$ cat config.mk
export PLATFORM = sky130hd
export DESIGN_NAME = uart_result_formatter
export DESIGN_NICKNAME = d
export VERILOG_FILES = /design/src/rtl/uart_result_formatter.sv
export SDC_FILE = /design/constraint.sdc
export NUM_CORES = 1
export LEC_CHECK = 0
export ABC_AREA = 1
export ABC_CLOCK_PERIOD_IN_PS = 1800
export CAP_MARGIN = 0
export CORE_MARGIN = 5
export CORE_UTILIZATION = 38
export DETAILED_ROUTE_END_ITERATION = 12
export GPL_TIMING_DRIVEN = 0
export PLACE_DENSITY_LB_ADDON = 0.1
export REMOVE_ABC_BUFFERS = 1
export SYNTH_ARGS = -nofsm -noshare
export SYNTH_HDL_FRONTEND = slang
export SYNTH_SLANG_ARGS = --single-unit
$ cat constraint.sdc
create_clock -name i_Clock -period 1.8 [get_ports i_Clock]
set_clock_uncertainty 0.2 [all_clocks]
set_input_delay 0.27 -clock i_Clock [delete_from_list [all_inputs] [get_ports i_Clock]]
set_output_delay 0.27 -clock i_Clock [all_outputs]
set_load 0.01 [all_outputs]
$ cat src/rtl/uart_result_formatter.sv
// Converts one signed result to ASCII decimal and streams it byte-by-byte to a UART transmitter.
// Build option: define UART_FMT_CRLF_EN to append CR, LF after the digits.
module uart_result_formatter #(
  parameter int unsigned DATA_WIDTH = 16,
  parameter int unsigned NUM_DIGITS = 5
) (
  input  logic                  i_Clock,
  input  logic                  i_Reset,
  input  logic                  i_Start,
  input  logic [DATA_WIDTH-1:0] i_Result,
  input  logic                  i_Tx_Active,
  input  logic                  i_Tx_Done,
  output logic                  o_Tx_DV,
  output logic [7:0]            o_Tx_Byte,
  output logic                  o_Busy,
  output logic                  o_Done
);

  localparam int unsigned BcdW = 4 * NUM_DIGITS;
  localparam int unsigned CntW = $clog2(DATA_WIDTH + 1);
  localparam int unsigned IdxW = (NUM_DIGITS > 1) ? $clog2(NUM_DIGITS) : 1;
`ifdef UART_FMT_CRLF_EN
  localparam bit CrlfEn = 1'b1;
`else
  localparam bit CrlfEn = 1'b0;
`endif

  typedef enum logic [2:0] {StIdle, StConvert, StEmit, StWaitDone, StDone} state_e;
  typedef enum logic [1:0] {ItemSign, ItemDigit, ItemCr, ItemLf} item_e;

  state_e            r_state;
  item_e             r_item;
  logic [DATA_WIDTH-1:0] r_mag;
  logic [BcdW-1:0]   r_bcd;
  logic              r_neg;
  logic              r_sig;  // a digit has been sent, so later zeros are significant
  logic [CntW-1:0]   r_cnt;
  logic [IdxW-1:0]   r_idx;

  logic [3:0]        w_digit;
  logic [7:0]        w_byte;
  logic              w_skip;
  logic [BcdW-1:0]   w_bcd_next;

  // One double-dabble step: add 3 to digits >= 5, then shift in the next magnitude bit.
  function automatic logic [BcdW-1:0] dabble(input logic [BcdW-1:0] bcd, input logic bit_in);
    logic [BcdW-1:0] adj;
    for (int i = 0; i < NUM_DIGITS; i++) begin
      adj[4*i +: 4] = (bcd[4*i +: 4] >= 4'd5) ? bcd[4*i +: 4] + 4'd3 : bcd[4*i +: 4];
    end
    return {adj[BcdW-2:0], bit_in};
  endfunction

  always_comb begin
    w_bcd_next = dabble(r_bcd, r_mag[DATA_WIDTH-1]);
    w_digit = 4'd0;
    for (int i = 0; i < NUM_DIGITS; i++) begin
      if (r_idx == IdxW'(i)) w_digit = r_bcd[4*i +: 4];
    end
    case (r_item)
      ItemSign:  w_byte = 8'h2D;
      ItemDigit: w_byte = 8'h30 + {4'd0, w_digit};
      ItemCr:    w_byte = 8'h0D;
      default:   w_byte = 8'h0A;
    endcase
    w_skip = (r_item == ItemDigit) && !r_sig && (w_digit == 4'd0) && (r_idx != '0);
  end

  always_ff @(posedge i_Clock) begin
    if (i_Reset) begin
      r_state   <= StIdle;
      r_item    <= ItemSign;
      r_mag     <= '0;
      r_bcd     <= '0;
      r_neg     <= 1'b0;
      r_sig     <= 1'b0;
      r_cnt     <= '0;
      r_idx     <= '0;
      o_Tx_DV   <= 1'b0;
      o_Tx_Byte <= 8'h00;
      o_Busy    <= 1'b0;
      o_Done    <= 1'b0;
    end else begin
      o_Tx_DV <= 1'b0;
      o_Done  <= 1'b0;
      case (r_state)
        StIdle: begin
          if (i_Start) begin
            r_neg   <= i_Result[DATA_WIDTH-1];
            r_mag   <= i_Result[DATA_WIDTH-1] ? -i_Result : i_Result;
            r_bcd   <= '0;
            r_cnt   <= '0;
            o_Busy  <= 1'b1;
            r_state <= StConvert;
          end
        end
        StConvert: begin
          r_bcd <= w_bcd_next;
          r_mag <= r_mag << 1;
          r_cnt <= r_cnt + CntW'(1);
          if (r_cnt == CntW'(DATA_WIDTH - 1)) begin
            r_item  <= r_neg ? ItemSign : ItemDigit;
            r_idx   <= IdxW'(NUM_DIGITS - 1);
            r_sig   <= 1'b0;
            r_state <= StEmit;
          end
        end
        StEmit: begin
          if (w_skip) begin
            r_idx <= r_idx - IdxW'(1);
          end else if (!i_Tx_Active) begin
            o_Tx_DV   <= 1'b1;
            o_Tx_Byte <= w_byte;
            if (r_item == ItemDigit) r_sig <= 1'b1;
            r_state   <= StWaitDone;
          end
        end
        StWaitDone: begin
          if (i_Tx_Done) begin
            r_state <= StEmit;
            case (r_item)
              ItemSign: r_item <= ItemDigit;
              ItemDigit: begin
                if (r_idx != '0) begin
                  r_idx <= r_idx - IdxW'(1);
                end else if (CrlfEn) begin
                  r_item <= ItemCr;
                end else begin
                  r_state <= StDone;
                  o_Done  <= 1'b1;
                end
              end
              ItemCr: r_item <= ItemLf;
              default: begin
                r_state <= StDone;
                o_Done  <= 1'b1;
              end
            endcase
          end
        end
        StDone: begin
          o_Busy  <= 1'b0;
          r_state <= StIdle;
        end
        default: begin
          o_Busy  <= 1'b0;
          r_state <= StIdle;
        end
      endcase
    end
  end

endmodule

==> Flow_metrics.wiki <==
{| class="wikitable"
! Metric !! Value
|-
| Pin count of the biggest net entering global routing || 30
|-
| Delay contributed by the slowest stage of the critical path || between 0.3 and 0.4 ns
|-
| Routed via count divided by cell count || 4.84
|-
| Width of the die || 108 um
|-
| Part of the power in registers || 0.265
|-
| Worst hold slack || 0.177 ns
|-
| Shortest period the worst path allows || 1.99 ns
|-
| Switching power total || 2.81 mW
|-
| Unrepaired setup endpoints after global routing || yes
|-
| Critical register-to-register path startpoint || r_idx[1]
|-
| Number of diodes added for antenna fixing || 0
|-
| Final routed DRC violation total || 0
|-
| Buffering stage count on the worst path with inverters included || 3
|-
| Vert. Die Dim || around 110 um
|-
| Status || complete, but fails checks
|-
| IO Port Bufs || 29
|-
| Overall power || 6.72 mW
|-
| Routed wirelength normalized by instance count || 12.3 um
|-
| Number of placement rows || 35
|-
| Detailed router's first-iteration violation count || 112
|-
| Die footprint || approximately 12000 um^2
|-
| Timing-limited maximum frequency || 0.502 GHz
|-
| Sequential cell area fraction in the yosys report || 0.328
|-
| Effective utilization at floorplan || 0.393
|-
| IO Pins || 32
|-
| Clock insertion delay at the later pin of the skew report || 0.33 ns
|-
| Synthesized instance count || 553
|-
| Number of hold violations in the final report || 0
|-
| Cell type with the highest occurrence count on the critical path || nand2_2
|-
| Power Density || 1340 nW/um^2
|-
| Peak fanout along the critical path || 6
|-
| Yosys cell types || 39
|-
| Nature of the critical path startpoint || flop
|-
| FF-to-FF path depth || 13
|-
| Area growth syn-to-layout || 37.4%
|-
| Count of synthesis-stage warnings from yosys || 0
|-
| Buffer levels on the longest clock path || 2
|-
| Via count of the first global-routing pass || 3518
|-
| Switching Share || 0.418
|-
| Global-route wire length before repair || between 15000 and 20000 um
|-
| Type of the tightest min-delay check || in -> reg
|-
| Logic gate share of total power || 0.576
|-
| Required time of the worst setup path || 1.82 ns
|-
| Share of post-route cells with drive strength above 1 || 0.266
|-
| Hold Startpoint || i_Result[0]
|-
| Crit Path Category || reg -> reg
|-
| Combined area of all synthesized cells || ~3700 um^2
|-
| Kind of cell adding the most delay to the critical path || simple AND/OR/NAND/NOR gates
|-
| Maximum vdd ir drop || 513 uV
|-
| Clock slew at reported path FFs || around 0.07 ns
|-
| Total overflow reported by the global router || 0
|-
| CTS HTree Levels || 3
|-
| Nets@finish || 658
|-
| Violated checks || negative setup slack
|-
| Inserted Clock Buffers || 9
|-
| Placeable core region || 9330 um^2
|-
| Crit path cell chain || inv_4, ha_4, inv_2, nor2_4, buf_4, nor3_4, nand2_2, nor2_4, nand3_4, nand2_2, nand2_4, nand2_2, a21oi_2
|-
| Number of logic stages on the critical path including buffering || 13
|-
| Clock power frac || 0.159
|-
| Number of sinks driven by the clock tree || 60
|-
| Max transition margin || 0.642
|-
| Number of cells traversed by the worst hold path || 3
|-
| Number of max-capacitance violations reported || 0
|-
| Avg Synthesized Cell Area || 6.62 um^2
|-
| Setup slack after layout || -0.191 ns
|-
| CP max stage cell || dfxtp_2
|-
| TritonCTS clock tree || yes
|-
| Routability congestion estimate || 0.811
|-
| Final critical-path share of the clock period || 1.11
|-
| Internal reg-to-reg setup slack || -0.19 ns
|-
| Endpoint of the worst register-to-register path || r_state[0]
|-
| Worst path arrival time || 2.01 ns
|-
| Endpoints failing setup || 31
|-
| Global-route usage over all layers || 0.165
|-
| Filler cells || 933
|-
| Residual antenna-violating net count after detailed routing || 0
|-
| Worst Max-Slew Pin Slew || 0.537 ns
|-
| Int Pwr || slightly below 4 mW
|-
| Capture endpoint of the worst hold path || r_mag[0]
|-
| Type of element capturing the critical path || flop
|-
| Cell at the root of the clock tree || clkbuf_8
|-
| Router iterations before antenna repair || 4
|-
| Setup total negative slack || -3.06 ns
|-
| Vias || 3642
|-
| Placed wire-length estimate after detailed placement || 5790 um
|-
| Register bit total from synthesis || 60
|-
| Pleak || 1.95 nW
|-
| Final-report max-slew violation count || 0
|-
| Routed wire length || 9300 um
|-
| Antenna violations before repair || 0
|}
==> tightest hold or removal path, cell delays in order <==
cell	delay, ns
dlygate4sd2_1	0.26
nand2_1	0.08
a21oi_1	0.05
==> per-stage QoR <==
step	utilization	std cells	setup WS, ns	area, um^2
2_1_floorplan	-	537	-0.115	3580
3_3_place_gp	0.432	695	-1.93	4030
3_5_place_dp	0.435	696	-0.709	4060
4_1_cts	0.500	735	-0.162	4670
5_1_grt	0.540	753	-0.310	5030
6_report	0.540	753	-0.191	5030
==> power groups by stage <==
stage               combinational [mW]  sequential, mW  clock [mW]
finish                            3.87            1.79        1.07
floorplan                         1.50            1.75           0
global route                      4.20            1.82        1.16
CTS                               2.99            1.78        1.11
global placement                  2.08            1.75           0
detailed placement                2.10            1.76           0
==> layout make-up <==
type,instances,area (um^2),share of cell area
Tap cell,129,161,0.0321
Timing Repair Buffer,69,686,0.136
Clock buffer,11,141,0.0281
Sequential cell,60,1220,0.242
Multi-Input combinational cell,396,2450,0.487
Inverter,83,345,0.0686
Clock inverter,5,27.5,0.00547
==> routing by layer <==
layer / wire length, um / track usage
met1: 4400 / 0.199
met3: 202 / 0.0227
met5: 0 / 0
met4: 195 / 0.0694
met2: 4500 / 0.291
==> Yosys cell counts (all sizes together) <==
master / number / area, um^2
o21ai: 35 / 183
a2bb2oi: 1 / 8.76
clkbuf: 10 / 37.5
a221oi: 1 / 8.76
nor2: 59 / 269
a21o: 1 / 7.51
nand4: 6 / 37.5
conb: 1 / 3.75
clkinv: 4 / 15.0
o21a: 1 / 7.51
nand3b: 2 / 15.0
o21bai: 1 / 7.51
nand3: 45 / 243
o22ai: 6 / 43.8
xor2: 7 / 61.3
nor3: 12 / 80.1
o211ai: 2 / 15.0
nand2: 134 / 523
a211oi: 1 / 7.51
buf: 7 / 48.8
dfxtp: 60 / 1200
inv: 79 / 297
ha: 18 / 225
or2: 3 / 18.8
a31oi: 11 / 68.8
a21oi: 46 / 230
==> logic make-up (layout without fill, tap and decap cells) <==
logic type                 count (synthesis)  count (layout)  share of synthesized area
other                                      1               2                    0.00102
adders and majority gates                 18              18                     0.0615
DFF                                       60              60                      0.328
AOI/OAI and AO/OA                        106             106                      0.161
and+or+nand+nor                          261             263                      0.324
xor gates and xnor gates                   7               7                     0.0167
buffers and inverters                    100             168                      0.109
==> placed cells by master (no fill, tap or decap), drive strengths merged, types with 2 or more instances in the layout <==
| cell | instances |
|---|---|
| dlygate4sd2 | 3 |
| or2 | 3 |
| a31oi | 11 |
| conb | 2 |
| ha | 18 |
| clkinv | 9 |
| nand3b | 2 |
| nand4 | 6 |
| nor3 | 12 |
| clkbuf | 13 |
| o21ai | 35 |
| inv | 77 |
| buf | 40 |
| xor2 | 7 |
| dfxtp | 60 |
| a21oi | 46 |
| nor2 | 61 |
| clkinvlp | 2 |
| nand2 | 134 |
| o22ai | 6 |
| clkdlybuf4s50 | 24 |
| o211ai | 2 |
| nand3 | 45 |
==> how the worst max path moves through the flow <==
stage	slack (ns)	end	start
after floorplan	-0.12	r_mag[11]	r_state[1]
after global placement	-1.93	r_state[1]	i_Reset
after detailed placement	-0.71	r_mag[14]	i_Result[0]
after CTS	-0.16	r_idx[1]	r_idx[1]
after global routing	-0.31	r_state[1]	r_idx[1]
final	-0.19	r_state[0]	r_idx[1]
==> flip-flops by register name, indices dropped and copies added, names as in the netlist, 2 cells and up <==
register and cells:
o_Tx_Byte 6, r_bcd 20, r_cnt 5, r_idx 3, r_item 2, r_mag 16
r_state 3
==> timing repair <==
action                                  in CTS  in global routing
hold buffers                                 0                  0
cloned                                       2                  1
endpoints found under the setup margin      58                 47
pin swaps                                   31                 28
resized for setup                           78                 57
setup buffers                               21                 18
Note: power is estimated with default switching activity, not from simulation.
